`src/rtl/reset_sequencer.sv`:
```
// Board-level reset sequencer: synchronises the reset pin and clock-ready flags, then
// releases NUM_DOMAINS resets in index order. Define RSTSEQ_CAUSE_EN to add cause_o.
module reset_sequencer #(
  parameter int NUM_DOMAINS    = 4,
  parameter int NUM_READY      = 2,
  parameter int SYNC_STAGES    = 2,
  parameter int HOLD_CYCLES    = 16,
  parameter int STAGGER_CYCLES = 8
) (
  input  logic                   clk_sys_i,
  input  logic                   reset_async_i,
  input  logic [NUM_READY-1:0]   ready_async_i,
  input  logic                   sw_reset_i,
  output logic [NUM_DOMAINS-1:0] reset_o,
  output logic                   done_o
`ifdef RSTSEQ_CAUSE_EN
  ,
  output logic [1:0]             cause_o
`endif
);

  localparam int CNT_MAX = (HOLD_CYCLES > STAGGER_CYCLES) ? HOLD_CYCLES : STAGGER_CYCLES;
  localparam int CNT_W   = (CNT_MAX > 1) ? $clog2(CNT_MAX) : 1;
  localparam int IDX_W   = (NUM_DOMAINS > 1) ? $clog2(NUM_DOMAINS) : 1;

  localparam logic [CNT_W-1:0] HOLD_LOAD    = CNT_W'(HOLD_CYCLES - 1);
  localparam logic [CNT_W-1:0] STAGGER_LOAD = CNT_W'(STAGGER_CYCLES - 1);
  localparam logic [IDX_W-1:0] LAST_IDX     = IDX_W'(NUM_DOMAINS - 1);

  if (NUM_DOMAINS < 1) begin : g_bad_domains
    $error("reset_sequencer: NUM_DOMAINS must be >= 1");
  end
  if (NUM_READY < 1) begin : g_bad_ready
    $error("reset_sequencer: NUM_READY must be >= 1");
  end
  if (SYNC_STAGES < 2) begin : g_bad_sync
    $error("reset_sequencer: SYNC_STAGES must be >= 2");
  end
  if (HOLD_CYCLES < 1) begin : g_bad_hold
    $error("reset_sequencer: HOLD_CYCLES must be >= 1");
  end
  if (STAGGER_CYCLES < 1) begin : g_bad_stagger
    $error("reset_sequencer: STAGGER_CYCLES must be >= 1");
  end

  typedef enum logic [2:0] {
    ST_RESET,
    ST_WAIT_READY,
    ST_HOLD,
    ST_RELEASE,
    ST_RUN
  } state_t;

  logic [SYNC_STAGES-1:0] rst_sync;
  logic [SYNC_STAGES-1:0] rdy_sync;
  logic                   rst_ok;
  logic                   ready_s;

  state_t                 state;
  logic [CNT_W-1:0]       count;
  logic [IDX_W-1:0]       idx;

  // Both chains clear on the pin so the FSM cannot act on stale ready history.
  always_ff @(posedge clk_sys_i or negedge reset_async_i) begin
    if (!reset_async_i) begin
      rst_sync <= '0;
      rdy_sync <= '0;
    end else begin
      rst_sync <= {rst_sync[SYNC_STAGES-2:0], 1'b1};
      rdy_sync <= {rdy_sync[SYNC_STAGES-2:0], &ready_async_i};
    end
  end

  assign rst_ok  = rst_sync[SYNC_STAGES-1];
  assign ready_s = rdy_sync[SYNC_STAGES-1];

  always_ff @(posedge clk_sys_i or negedge reset_async_i) begin
    if (!reset_async_i) begin
      state   <= ST_RESET;
      count   <= '0;
      idx     <= '0;
      reset_o <= '1;
      done_o  <= 1'b0;
`ifdef RSTSEQ_CAUSE_EN
      cause_o <= 2'd0;
`endif
    end else begin
      case (state)
        ST_RESET: begin
          if (rst_ok) state <= ST_WAIT_READY;
        end

        ST_WAIT_READY: begin
          if (ready_s) begin
            state <= ST_HOLD;
            count <= HOLD_LOAD;
          end
        end

        ST_HOLD, ST_RELEASE, ST_RUN: begin
          // Ready loss is checked first so it wins over a simultaneous software request.
          if (!ready_s) begin
            state   <= ST_WAIT_READY;
            reset_o <= '1;
            done_o  <= 1'b0;
`ifdef RSTSEQ_CAUSE_EN
            cause_o <= 2'd1;
`endif
          end else if (sw_reset_i) begin
            state   <= ST_HOLD;
            count   <= HOLD_LOAD;
            reset_o <= '1;
            done_o  <= 1'b0;
`ifdef RSTSEQ_CAUSE_EN
            cause_o <= 2'd2;
`endif
          end else if (state == ST_HOLD) begin
            if (count == '0) begin
              reset_o[0] <= 1'b0;
              if (NUM_DOMAINS == 1) begin
                state  <= ST_RUN;
                done_o <= 1'b1;
              end else begin
                state <= ST_RELEASE;
                idx   <= IDX_W'(1);
                count <= STAGGER_LOAD;
              end
            end else begin
              count <= count - 1'b1;
            end
          end else if (state == ST_RELEASE) begin
            if (count == '0) begin
              reset_o[idx] <= 1'b0;
              if (idx == LAST_IDX) begin
                state  <= ST_RUN;
                done_o <= 1'b1;
              end else begin
                idx   <= idx + 1'b1;
                count <= STAGGER_LOAD;
              end
            end else begin
              count <= count - 1'b1;
            end
          end
        end

        default: begin
          state   <= ST_RESET;
          reset_o <= '1;
          done_o  <= 1'b0;
        end
      endcase
    end
  end

endmodule

```
`config.mk`:
```
export PLATFORM = sky130hd
export DESIGN_NAME = reset_sequencer
export DESIGN_NICKNAME = d
export VERILOG_FILES = /design/src/rtl/reset_sequencer.sv
export SDC_FILE = /design/constraint.sdc
export NUM_CORES = 1
export LEC_CHECK = 0
export BUFFER_PORTS_ARGS = -buffer_cell sky130_fd_sc_hd__buf_4
export CAP_MARGIN = 20
export CORE_MARGIN = 2
export CORE_UTILIZATION = 64
export CTS_BUF_LIST = sky130_fd_sc_hd__clkbuf_4
export DETAILED_ROUTE_END_ITERATION = 10
export GPL_TIMING_DRIVEN = 0
export PLACE_DENSITY_LB_ADDON = 0.15
export SYNTH_ARGS = -nofsm -noshare
export SYNTH_HDL_FRONTEND = slang
export SYNTH_SLANG_ARGS = --single-unit
```
`constraint.sdc`:
```
create_clock -name clk_sys_i -period 3.8 [get_ports clk_sys_i]
set_input_delay 0.19 -clock clk_sys_i [delete_from_list [all_inputs] [get_ports clk_sys_i]]
set_output_delay 0.19 -clock clk_sys_i [all_outputs]
set_load 0.05 [all_outputs]
```
# --- Word-level counts from Yosys, hierarchy flattened ---
# Index checks and enable logic that the tools add are counted.
# Widths: inputs -> output; s select.
word_totals:
  regBits: 18
  output_inout_bits: 5
  elab_cells: 88
  in_bits: 5
op_classes:
  magnitude_cmp: 2
  bitwise: 4
  n_mux: 41
  eq_ne: 17
  addsub: 2
  n_reduce_logical: 14
op_table:
  columns: ["op", "n"]
  rows:
  - ["$mux 4", 12]
  - ["$mux 3", 10]
  - ["$ne 4x4->1 const B", 5]
  - ["$pmux 4 s2", 2]
  - ["$ne 5x5->1 const B", 3]
  - ["$reduce_and 5->1", 3]
  - ["$mux 2", 5]
  - ["$mux 1", 9]
  - ["$pmux 3 s3", 1]
  - ["$ne 2x2->1 const B", 4]
  - ["$eq 3x2->1 const B", 2]
  - ["$reduce_and 6->1", 1]
  - ["$and 4x4->4", 1]
  - ["$logic_not 4->1", 1]
  - ["$not 4->4", 1]
  - ["$reduce_and 4->1", 1]
  - ["$reduce_bool 2->1", 2]
  - ["$sub 4x1->4 const B", 1]
  - ["$eq 3x1->1 const B", 1]
  - ["$eq 3x3->1 const B", 1]
  - ["$logic_not 3->1", 1]
  - ["$lt 2x3->1 const B", 1]
  - ["$reduce_and 3->1", 1]
  - ["$reduce_or 3->1", 1]
  - ["other kinds (9)", 10]

# --- Depth between registers and ports, before layout ---
# Gate-level depths: netlist of the first run.
logic_depth:
  ltp_word: 12
  depth_mapped: 6

# --- Worst setup path after synthesis of the first run ---
# OpenSTA, ideal clock, no wires.
synth_path:
  kind: "register -> register"
  start: "reg count[0]"
  end: "reg count[1]"
  path_slack_ns: 2.095
  t_arrival_ns: 1.580
  t_required_ns: 3.675
  n_path_buf: 0
  synth_period_minus_slack_ns: 1.705
  stages_incl_launch_ff: 7
  setup_time_ns: 0.125
  path_cell_list: "dfrtp_1 > inv_1 > ha_1 > nor3b_4 > nand2_1 > o31a_1 > mux2_4"
synth_between:
  elab_chain_cells: 7
  elab_cells_between_ends: 11
synth_lines:
  columns: ["element", "line", "text"]
  rows:
  - ["start, declared", "60", "logic [CNT_W-1:0] count;"]
  - ["start signal, assigned", "129", "count <= count - 1'b1;"]
  - ["start signal, assigned", "142", "count <= count - 1'b1;"]
  - ["$sub 4x1->4 / $logic_not 4->1 (equally long branches)", null, null]
  - ["$mux 4", "132", "if (count == '0) begin"]
  - ["$mux 4", "131", "end else if (state == ST_RELEASE) begin"]
  - ["$mux 4", "117", "end else if (state == ST_HOLD) begin"]
  - ["$mux 4", "109", "end else if (sw_reset_i) begin"]
  - ["$mux 4", "102", "if (!ready_s) begin"]
  - ["$pmux 4 s2", "88", "case (state)"]
# Parallel ways exist; a longest one is shown, timed or not. The select of a mux whose other input is x is not followed.
# A chain may end at the register's enable or synchronous reset.

# --- Final worst setup path of the first run ---
# Same ends and word-level chain as after synthesis.

==> report_table.html, run 1 <==
<table>
<tr><th>Metric</th><th>Value</th></tr>
<tr><th colspan="2">Placed design</th></tr>
<tr><td>RePlAce Congestion</td><td>0.860</td></tr>
<tr><td>Worst slack at placement</td><td>1.88 ns</td></tr>
<tr><td>Port bufs</td><td>9</td></tr>
<tr><td>Placed inst area</td><td>1120 um^2</td></tr>
<tr><td>DP Wirelength</td><td>1490 um</td></tr>
<tr><th colspan="2">Clock tree</th></tr>
<tr><td>TritonCTS clock tree</td><td>yes</td></tr>
<tr><td>H-tree levels</td><td>1</td></tr>
<tr><td>Clock network latency to the later pin of the worst-skew pair</td><td>0.29 ns</td></tr>
<tr><td>Number of buffers on the longest clock path</td><td>2</td></tr>
<tr><td>Sink count of the clock tree</td><td>18</td></tr>
<tr><td>Cts bufs inserted</td><td>3</td></tr>
<tr><td>CTS root buffer</td><td>sky130_fd_sc_hd__clkbuf_4</td></tr>
<tr><td>Gates resized, CTS repair</td><td>0</td></tr>
<tr><td>Clock-pin slew of the registers on the worst-case setup and hold paths</td><td>0.10 ns</td></tr>
<tr><td>Total setup buffers inserted after CTS</td><td>0</td></tr>
<tr><th colspan="2">Routing</th></tr>
<tr><td>Count of routing violations after the opening detailed-route iteration</td><td>45</td></tr>
<tr><td>Iteration count of the initial detailed-routing pass</td><td>4</td></tr>
<tr><td>Post-DRT Antenna Nets</td><td>0</td></tr>
<tr><td>Vias per cell</td><td>6.21</td></tr>
<tr><td>Total number of vias</td><td>838</td></tr>
<tr><td>Overall routed net length</td><td>1970 um</td></tr>
<tr><td>Wire length per cell</td><td>14.6 um</td></tr>
<tr><td>DRC violation count after routing</td><td>0</td></tr>
<tr><th colspan="2">Min path</th></tr>
<tr><td>Min-Delay Path Class</td><td>in2reg</td></tr>
<tr><th colspan="2">Timing</th></tr>
<tr><td>Achievable clock frequency</td><td>511 MHz</td></tr>
<tr><td>Final count of negative-setup-slack endpoints</td><td>0</td></tr>
<tr><td>Summed negative setup slack over all endpoints</td><td>0 ns</td></tr>
<tr><td>Minimum clock period after layout</td><td>1.96 ns</td></tr>
<tr><td>Hold violation count in the final report</td><td>0</td></tr>
<tr><td>Slew Viols, Final</td><td>0</td></tr>
<tr><td>Clock tree skew after final layout</td><td>0.00220 ns</td></tr>
<tr><td>Final worst path period share</td><td>51.5%</td></tr>
<tr><td>Unrepaired setup endpoints after global routing</td><td>no</td></tr>
<tr><td>Post-route worst setup slack</td><td>1.84 ns</td></tr>
<tr><td>Worst Hold Margin</td><td>0.103 ns</td></tr>
<tr><th colspan="2">Synthesis</th></tr>
<tr><td>Synthesis warning total</td><td>0</td></tr>
<tr><td>Sequential element share of the synthesized area</td><td>44.1%</td></tr>
<tr><td>Most area-consuming cells after synthesis</td><td>sky130_fd_sc_hd__dfrtp_1, sky130_fd_sc_hd__dfstp_2, sky130_fd_sc_hd__ha_1</td></tr>
<tr><td>Net Count, Synth</td><td>115</td></tr>
<tr><td>Cell with the most instances after synthesis</td><td>sky130_fd_sc_hd__nand2_1</td></tr>
<tr><td>Top_reg_cell synth</td><td>sky130_fd_sc_hd__dfrtp_1</td></tr>
<tr><td>Combined area of all synthesized cells</td><td>1030 um^2</td></tr>
<tr><td>Number of enable-type register cells in the synthesized netlist</td><td>0</td></tr>
<tr><td>Number of storage elements in the synthesis netlist</td><td>18</td></tr>
<tr><td>Distinct cells, synth</td><td>37</td></tr>
<tr><td>Post-synth ARST share</td><td>100%</td></tr>
<tr><td>Area leader, netlist</td><td>sky130_fd_sc_hd__dfrtp_1</td></tr>
<tr><td>Most frequent cells after synthesis</td><td>sky130_fd_sc_hd__nand2_1, sky130_fd_sc_hd__dfrtp_1</td></tr>
<tr><td>Cell count after synthesis</td><td>105</td></tr>
<tr><td>Proportion of netlist area held by the largest area contributor</td><td>33.9%</td></tr>
<tr><td>Avg Inst Size Synth</td><td>9.84 um^2</td></tr>
<tr><th colspan="2">Final layout</th></tr>
<tr><td>Total area of multi-input combinational cells</td><td>531 um^2</td></tr>
<tr><td>Final antenna diode count</td><td>0</td></tr>
<tr><td>Fraction of layout cells with a size suffix above 1</td><td>21.8%</td></tr>
<tr><td>Number of fill cells in the layout</td><td>100</td></tr>
<tr><td>Synth-to-Final Area Change</td><td>12.0%</td></tr>
<tr><td>Area used by sequential logic in the layout</td><td>455 um^2</td></tr>
<tr><td>Final std cell area, no fill</td><td>1160 um^2</td></tr>
<tr><td>Total number of nets in the final design</td><td>130</td></tr>
<tr><th colspan="2">Run status</th></tr>
<tr><td>Outcome</td><td>completed</td></tr>
<tr><th colspan="2">Setup path</th></tr>
<tr><td>Critical Path AT</td><td>2.15 ns</td></tr>
<tr><td>Worst Setup Path Type</td><td>reg2reg</td></tr>
<tr><td>Crit path buf inv count</td><td>1</td></tr>
<tr><td>Critical path peak fanout</td><td>5</td></tr>
<tr><td>Worst-path cell with the longest stage delay</td><td>sky130_fd_sc_hd__dfrtp_1</td></tr>
<tr><td>Crit path capture type</td><td>flip-flop</td></tr>
<tr><td>Largest incremental delay on the critical path</td><td>0.42 ns</td></tr>
<tr><td>Startpoint types</td><td>flip-flop</td></tr>
<tr><td>CP cell instances</td><td>inv_1 -&gt; ha_1 -&gt; nor3b_4 -&gt; nand2_1 -&gt; o31a_1 -&gt; mux2_4</td></tr>
<tr><td>Crit path max-delay family</td><td>flip-flops</td></tr>
<tr><td>Required time worst endpoint</td><td>3.99 ns</td></tr>
<tr><th colspan="2">Global routing</th></tr>
<tr><td>Final global-route overflow total</td><td>0</td></tr>
<tr><td>Initial antenna violation count</td><td>0</td></tr>
<tr><td>Pin count of the biggest net entering global routing</td><td>19</td></tr>
<tr><td>First-pass GRT wire length</td><td>3480 um</td></tr>
<tr><td>Number of global-route vias before repair</td><td>814</td></tr>
<tr><td>GRT Util Overall</td><td>24.9%</td></tr>
<tr><th colspan="2">Power</th></tr>
<tr><td>Clock Power Share</td><td>20.0%</td></tr>
<tr><td>IR Drop Worst-Case VDD</td><td>314 uV</td></tr>
<tr><td>Cell-internal power</td><td>313 uW</td></tr>
<tr><td>Power per Cell Area</td><td>416 nW/um^2</td></tr>
<tr><td>Part of the power in combinational logic</td><td>30.1%</td></tr>
<tr><td>Sw Share</td><td>35.0%</td></tr>
<tr><td>Proportion of power drawn by flip-flops and latches</td><td>49.8%</td></tr>
<tr><td>Overall Power</td><td>481 uW</td></tr>
<tr><td>Net switching power figure</td><td>169 uW</td></tr>
<tr><td>Static leakage power</td><td>0.525 nW</td></tr>
<tr><th colspan="2">Die</th></tr>
<tr><td>Std-Cell Core Area</td><td>1510 um^2</td></tr>
<tr><td>Number of primary I/O pins</td><td>10</td></tr>
<tr><td>Number of rows created at floorplan</td><td>14</td></tr>
<tr><td>Horizontal die dimension</td><td>44.2 um</td></tr>
<tr><td>Y dimension of the die</td><td>44.2 um</td></tr>
<tr><td>Floorplan die area</td><td>1950 um^2</td></tr>
<tr><td>Initial core utilization</td><td>68.6%</td></tr>
<tr><th colspan="2">Job</th></tr>
<tr><td>Max_cap viols</td><td>0</td></tr>
</table>
## cell usage in the layout (no fill, tap or decap), drive strengths merged, types with 4 or more instances in the layout
master   n
inv      6
nor2     6
buf     14
dfstp    4
a21oi    6
o21ai    6
ha       5
nand2   16
dfrtp   14
## routing by layer
| layer | global-route usage [%] | routed length (um) | vias to the layer above |
|---|---|---|---|
| met3 | 5.31 | 99 | 5 |
| li1 | - | - | 403 |
| met2 | 38.5 | 930 | 28 |
| met1 | 34.9 | 908 | 402 |
| met4 | 9.09 | 29 | 0 |
| met5 | 0 | 0 | - |
## cell type report
type / instances / area share (%)
clock inverters: 1 / 0.324
clock buffers: 3 / 1.95
repair buffers: 10 / 6.70
plain buffers: 5 / 2.16
inverters: 6 / 1.95
multi-input cells: 76 / 45.8
flip-flops and latches: 18 / 39.4
well taps: 16 / 1.73
## power groups by stage
stage / clock [mW] / sequential (mW) / combinational (mW)
2_1_floorplan: 0 / 0.258 / 0.0899
6_report: 0.0964 / 0.240 / 0.145
3_5_place_dp: 0 / 0.244 / 0.143
3_3_place_gp: 0 / 0.242 / 0.140
4_1_cts: 0.0978 / 0.240 / 0.145
5_1_grt: 0.107 / 0.244 / 0.160
## through the flow
stage / util (%) / std cells
floorplan: - / 105
global placement: 74.4 / 130
detailed placement: 74.4 / 130
CTS: 76.8 / 135
global route: 76.8 / 135
finish: 76.8 / 135
## repair_timing
item | 4_1_cts | 5_1_grt
hold buffers | 1 | 0
hold endpoints to repair | 18 | 0
setup endpoints to repair | 0 | 0
## worst reg2reg max path, cell delays in order (launching register included)
cell	delay (ns)
sky130_fd_sc_hd__dfrtp_1	0.42
sky130_fd_sc_hd__inv_1	0.07
sky130_fd_sc_hd__ha_1	0.24
sky130_fd_sc_hd__nor3b_4	0.30
sky130_fd_sc_hd__nand2_1	0.13
sky130_fd_sc_hd__o31a_1	0.37
sky130_fd_sc_hd__mux2_4	0.32
## flip-flops by register name, summed over array words and instances, names as in the netlist
| signal | count |
|---|---|
| count | 4 |
| reset_o | 4 |
| state | 3 |
| idx | 2 |
| rdy_sync | 2 |
| rst_sync | 2 |
| done_o | 1 |
## worst paths after layout
| kind | from | to | slack (ns) | cells after the start |
|---|---|---|---|---|
| hold reg to reg | rst_sync[0] | rst_sync[1] | 0.36 | 0 |
| min in group asynchronous | reset_async_i | count[2] | 0.28 | 2 |
| setup / recovery | count[0] | count[1] | 1.84 | 6 |
| hold / removal | ready_async_i[1] | rdy_sync[0] | 0.10 | 2 |
| max in group asynchronous | reset_async_i | reset_o[0] | 3.26 | 2 |
| setup reg to reg | count[0] | count[1] | 1.84 | 6 |
## cells by family after synthesis
group	after synthesis	synth area share, %
AND/OR/NAND/NOR	38	21.4
AO/OA/AOI/OAI	31	22.0
flip-flops	18	44.1
buffers and inverters	11	4.60
adder cells (fa/ha/maj)	5	6.05
multiplexers	1	1.45
other	1	0.363
Note: power is estimated with default switching activity, not from simulation.
==> run 2: changes to the inputs <==
Settings changed: CORE_UTILIZATION 64 to 54.
Clock period 3.8 ns to 1.62 ns, I/O delays scaled along.
==> run 2 against run 1 <==
Against the previous run:
- the flow now finishes with violations (setup timing)
- sequential share of layout area down 4.0 points
- critical path depth unchanged
- combinational power grew to 2.6 times the previous value
- critical path type unchanged
==> report_table.html, run 2 (synthesis results as in run 1) <==
<table>
<tr><th>Metric</th><th>Value</th></tr>
<tr><th colspan="2">Run status</th></tr>
<tr><td>Outcome</td><td>finished, violations left</td></tr>
<tr><td>Violated checks</td><td>setup timing</td></tr>
<tr><th colspan="2">Die</th></tr>
<tr><td>Std-Cell Core Area</td><td>1760 um^2 (+17%)</td></tr>
<tr><td>Initial core utilization</td><td>58.6% (-10 points)</td></tr>
<tr><td>Horizontal die dimension</td><td>47.7 um (+8.1%)</td></tr>
<tr><td>Number of rows created at floorplan</td><td>15 (+1)</td></tr>
<tr><td>Y dimension of the die</td><td>47.7 um (+8.1%)</td></tr>
<tr><td>Number of primary I/O pins</td><td>10 (unchanged)</td></tr>
<tr><td>Floorplan die area</td><td>2280 um^2 (+17%)</td></tr>
<tr><th colspan="2">Power</th></tr>
<tr><td>Static leakage power</td><td>0.568 nW (+8.2%)</td></tr>
<tr><td>IR Drop Worst-Case VDD</td><td>805 uV (+160%)</td></tr>
<tr><td>Overall Power</td><td>1.17 mW (+140%)</td></tr>
<tr><td>Power per Cell Area</td><td>904 nW/um^2 (+120%)</td></tr>
<tr><th colspan="2">Timing</th></tr>
<tr><td>Minimum clock period after layout</td><td>1.71 ns (-0.249 ns)</td></tr>
<tr><td>Unrepaired setup endpoints after global routing</td><td>yes</td></tr>
<tr><td>Worst Hold Margin</td><td>0.172 ns (+0.0684 ns)</td></tr>
<tr><td>Achievable clock frequency</td><td>585 MHz (+15%)</td></tr>
<tr><td>Post-route worst setup slack</td><td>-0.0888 ns (-1.93 ns)</td></tr>
<tr><td>Clock tree skew after final layout</td><td>0.00414 ns (+0.00194 ns)</td></tr>
<tr><td>Final worst path period share</td><td>105% (+54 points)</td></tr>
<tr><td>Slew Viols, Final</td><td>0 (unchanged)</td></tr>
<tr><td>Final count of negative-setup-slack endpoints</td><td>5 (+5)</td></tr>
<tr><td>Hold violation count in the final report</td><td>0 (unchanged)</td></tr>
<tr><th colspan="2">Setup path</th></tr>
<tr><td>Critical path peak fanout</td><td>5 (unchanged)</td></tr>
<tr><td>Worst Reg-to-Reg Cells</td><td>6 (unchanged)</td></tr>
<tr><td>R2r startpoint</td><td>count[1]</td></tr>
<tr><td>Worst Setup Path Type</td><td>reg2reg</td></tr>
<tr><td>Worst R2R Setup Slack</td><td>-0.09 ns (-1.93 ns)</td></tr>
<tr><td>Required time worst endpoint</td><td>1.86 ns (-2.13 ns)</td></tr>
<tr><td>Startpoint types</td><td>flip-flop</td></tr>
<tr><td>Worst R2R End</td><td>reset_o[2]</td></tr>
<tr><td>Critical Path AT</td><td>1.94 ns (-0.21 ns)</td></tr>
<tr><td>Crit path capture type</td><td>flip-flop</td></tr>
<tr><th colspan="2">Placed design</th></tr>
<tr><td>Placed instance count</td><td>139 (+6.9%)</td></tr>
<tr><td>Worst slack at placement</td><td>-0.186 ns (-2.06 ns)</td></tr>
<tr><td>DP Wirelength</td><td>1450 um (-3.1%)</td></tr>
<tr><td>RePlAce Congestion</td><td>0.856 (-0.47%)</td></tr>
<tr><td>Port bufs</td><td>9 (unchanged)</td></tr>
<tr><th colspan="2">Routing</th></tr>
<tr><td>Wire length per cell</td><td>14.4 um (-1.2%)</td></tr>
<tr><td>Vias per cell</td><td>5.68 (-8.4%)</td></tr>
<tr><td>Overall routed net length</td><td>2230 um (+13%)</td></tr>
<tr><td>DRC violation count after routing</td><td>0 (unchanged)</td></tr>
<tr><td>Count of routing violations after the opening detailed-route iteration</td><td>34 (-24%)</td></tr>
<tr><td>Post-DRT Antenna Nets</td><td>0 (unchanged)</td></tr>
<tr><td>Total number of vias</td><td>881 (+5.1%)</td></tr>
<tr><td>Iteration count of the initial detailed-routing pass</td><td>4 (unchanged)</td></tr>
<tr><th colspan="2">Final layout</th></tr>
<tr><td>Finished Layout Cells</td><td>155 (+15%)</td></tr>
<tr><td>Fraction of layout cells with a size suffix above 1</td><td>33.1% (+11 points)</td></tr>
<tr><td>Total number of nets in the final design</td><td>141 (+8.5%)</td></tr>
<tr><td>Synth-to-Final Area Change</td><td>24.8%</td></tr>
<tr><td>Largest registers</td><td>count (4), reset_o (4), state (3)</td></tr>
<tr><td>Highest-count cells in the layout ignoring fill and taps</td><td>sky130_fd_sc_hd__buf_4, sky130_fd_sc_hd__nand2_1, sky130_fd_sc_hd__dfrtp_1</td></tr>
<tr><td>Final antenna diode count</td><td>0 (unchanged)</td></tr>
<tr><td>Leading cell type in the layout, fill and taps excluded</td><td>sky130_fd_sc_hd__buf_4</td></tr>
<tr><td>Fin util</td><td>73.1% (-3.7 points)</td></tr>
<tr><th colspan="2">Global routing</th></tr>
<tr><td>Number of global-route vias before repair</td><td>752 (-7.6%)</td></tr>
<tr><td>GRT Util Overall</td><td>22.1% (-2.8 points)</td></tr>
<tr><td>Pin count of the biggest net entering global routing</td><td>19 (unchanged)</td></tr>
<tr><td>Initial antenna violation count</td><td>0 (unchanged)</td></tr>
<tr><td>Final global-route overflow total</td><td>0 (unchanged)</td></tr>
<tr><td>First-pass GRT wire length</td><td>3430 um (-1.6%)</td></tr>
<tr><th colspan="2">Clock tree</th></tr>
<tr><td>H-tree levels</td><td>1 (unchanged)</td></tr>
<tr><td>Number of buffers on the longest clock path</td><td>2 (unchanged)</td></tr>
<tr><td>Clock-pin slew of the registers on the worst-case setup and hold paths</td><td>0.11 ns (about the same)</td></tr>
<tr><td>Sink count of the clock tree</td><td>18 (unchanged)</td></tr>
<tr><td>CTS root buffer</td><td>sky130_fd_sc_hd__clkbuf_4</td></tr>
<tr><td>Clock network latency to the later pin of the worst-skew pair</td><td>0.29 ns (about the same)</td></tr>
<tr><td>TritonCTS clock tree</td><td>yes</td></tr>
<tr><td>Cts bufs inserted</td><td>3 (unchanged)</td></tr>
<tr><th colspan="2">Job</th></tr>
<tr><td>Max_cap viols</td><td>0 (unchanged)</td></tr>
<tr><th colspan="2">Min path</th></tr>
<tr><td>Min-Delay Path Class</td><td>in2async</td></tr>
</table>
run 2: how the worst max path moves through the flow:
stage | start | end | cells past startpoint
floorplan | count[0] | count[1] | 6
global placement | count[0] | count[1] | 6
detailed placement | count[0] | count[1] | 6
CTS | count[1] | reset_o[2] | 6
global route | count[1] | reset_o[2] | 6
finish | count[1] | reset_o[2] | 6
run 2: cell type report:
type                            count  area, um^2
Buffer                              5        27.5
Clock buffer                        3        22.5
Clock inverter                      1        3.75
Fill cell                         141         474
Inverter                            6        22.5
Multi-Input combinational cell     76         562
Sequential cell                    18         455
Tap cell                           25        31.3
Timing Repair Buffer               21         165
run 2: power by group:
part | switching [mW] | leakage, nW | internal (mW)
clock | 0.142 | 0.0154 | 0.0897
combinational | 0.222 | 0.346 | 0.152
sequential | 0.0490 | 0.206 | 0.512
total | 0.413 | 0.568 | 0.753
run 2: routing by layer:
metal	track usage (%)	vias to the layer above	wire (um)
li1	-	424	-
met1	33.6	424	1020
met2	32.8	29	1050
met3	2.26	4	134
met4	8.11	0	29
met5	0	-	0
run 2: what timing repair did:
item,CTS,global route
setup endpoints to repair,8,12
pin swaps,3,3
endpoints found under the hold margin,19,0
setup buffers,5,4
gates resized for setup,1,9
hold buffers,3,0
run 2: worst max-delay path, stage by stage, from the launching register on:
cell and delay (ns):
sky130_fd_sc_hd__dfrtp_1 0.42, sky130_fd_sc_hd__inv_2 0.07, sky130_fd_sc_hd__ha_4 0.14, sky130_fd_sc_hd__or3b_4 0.41, sky130_fd_sc_hd__a221oi_4 0.34, sky130_fd_sc_hd__nand2_1 0.11, sky130_fd_sc_hd__a21o_1 0.16
run 2: metrics by stage:
| stage | TNS [ns] | area [um^2] |
|---|---|---|
| final | -0.315 | 1290 |
| after global routing | -0.801 | 1290 |
| after CTS | -0.533 | 1230 |
| after global placement | -0.772 | 1130 |
| after floorplan | -0.0562 | 1040 |
| after detailed placement | -0.890 | 1130 |
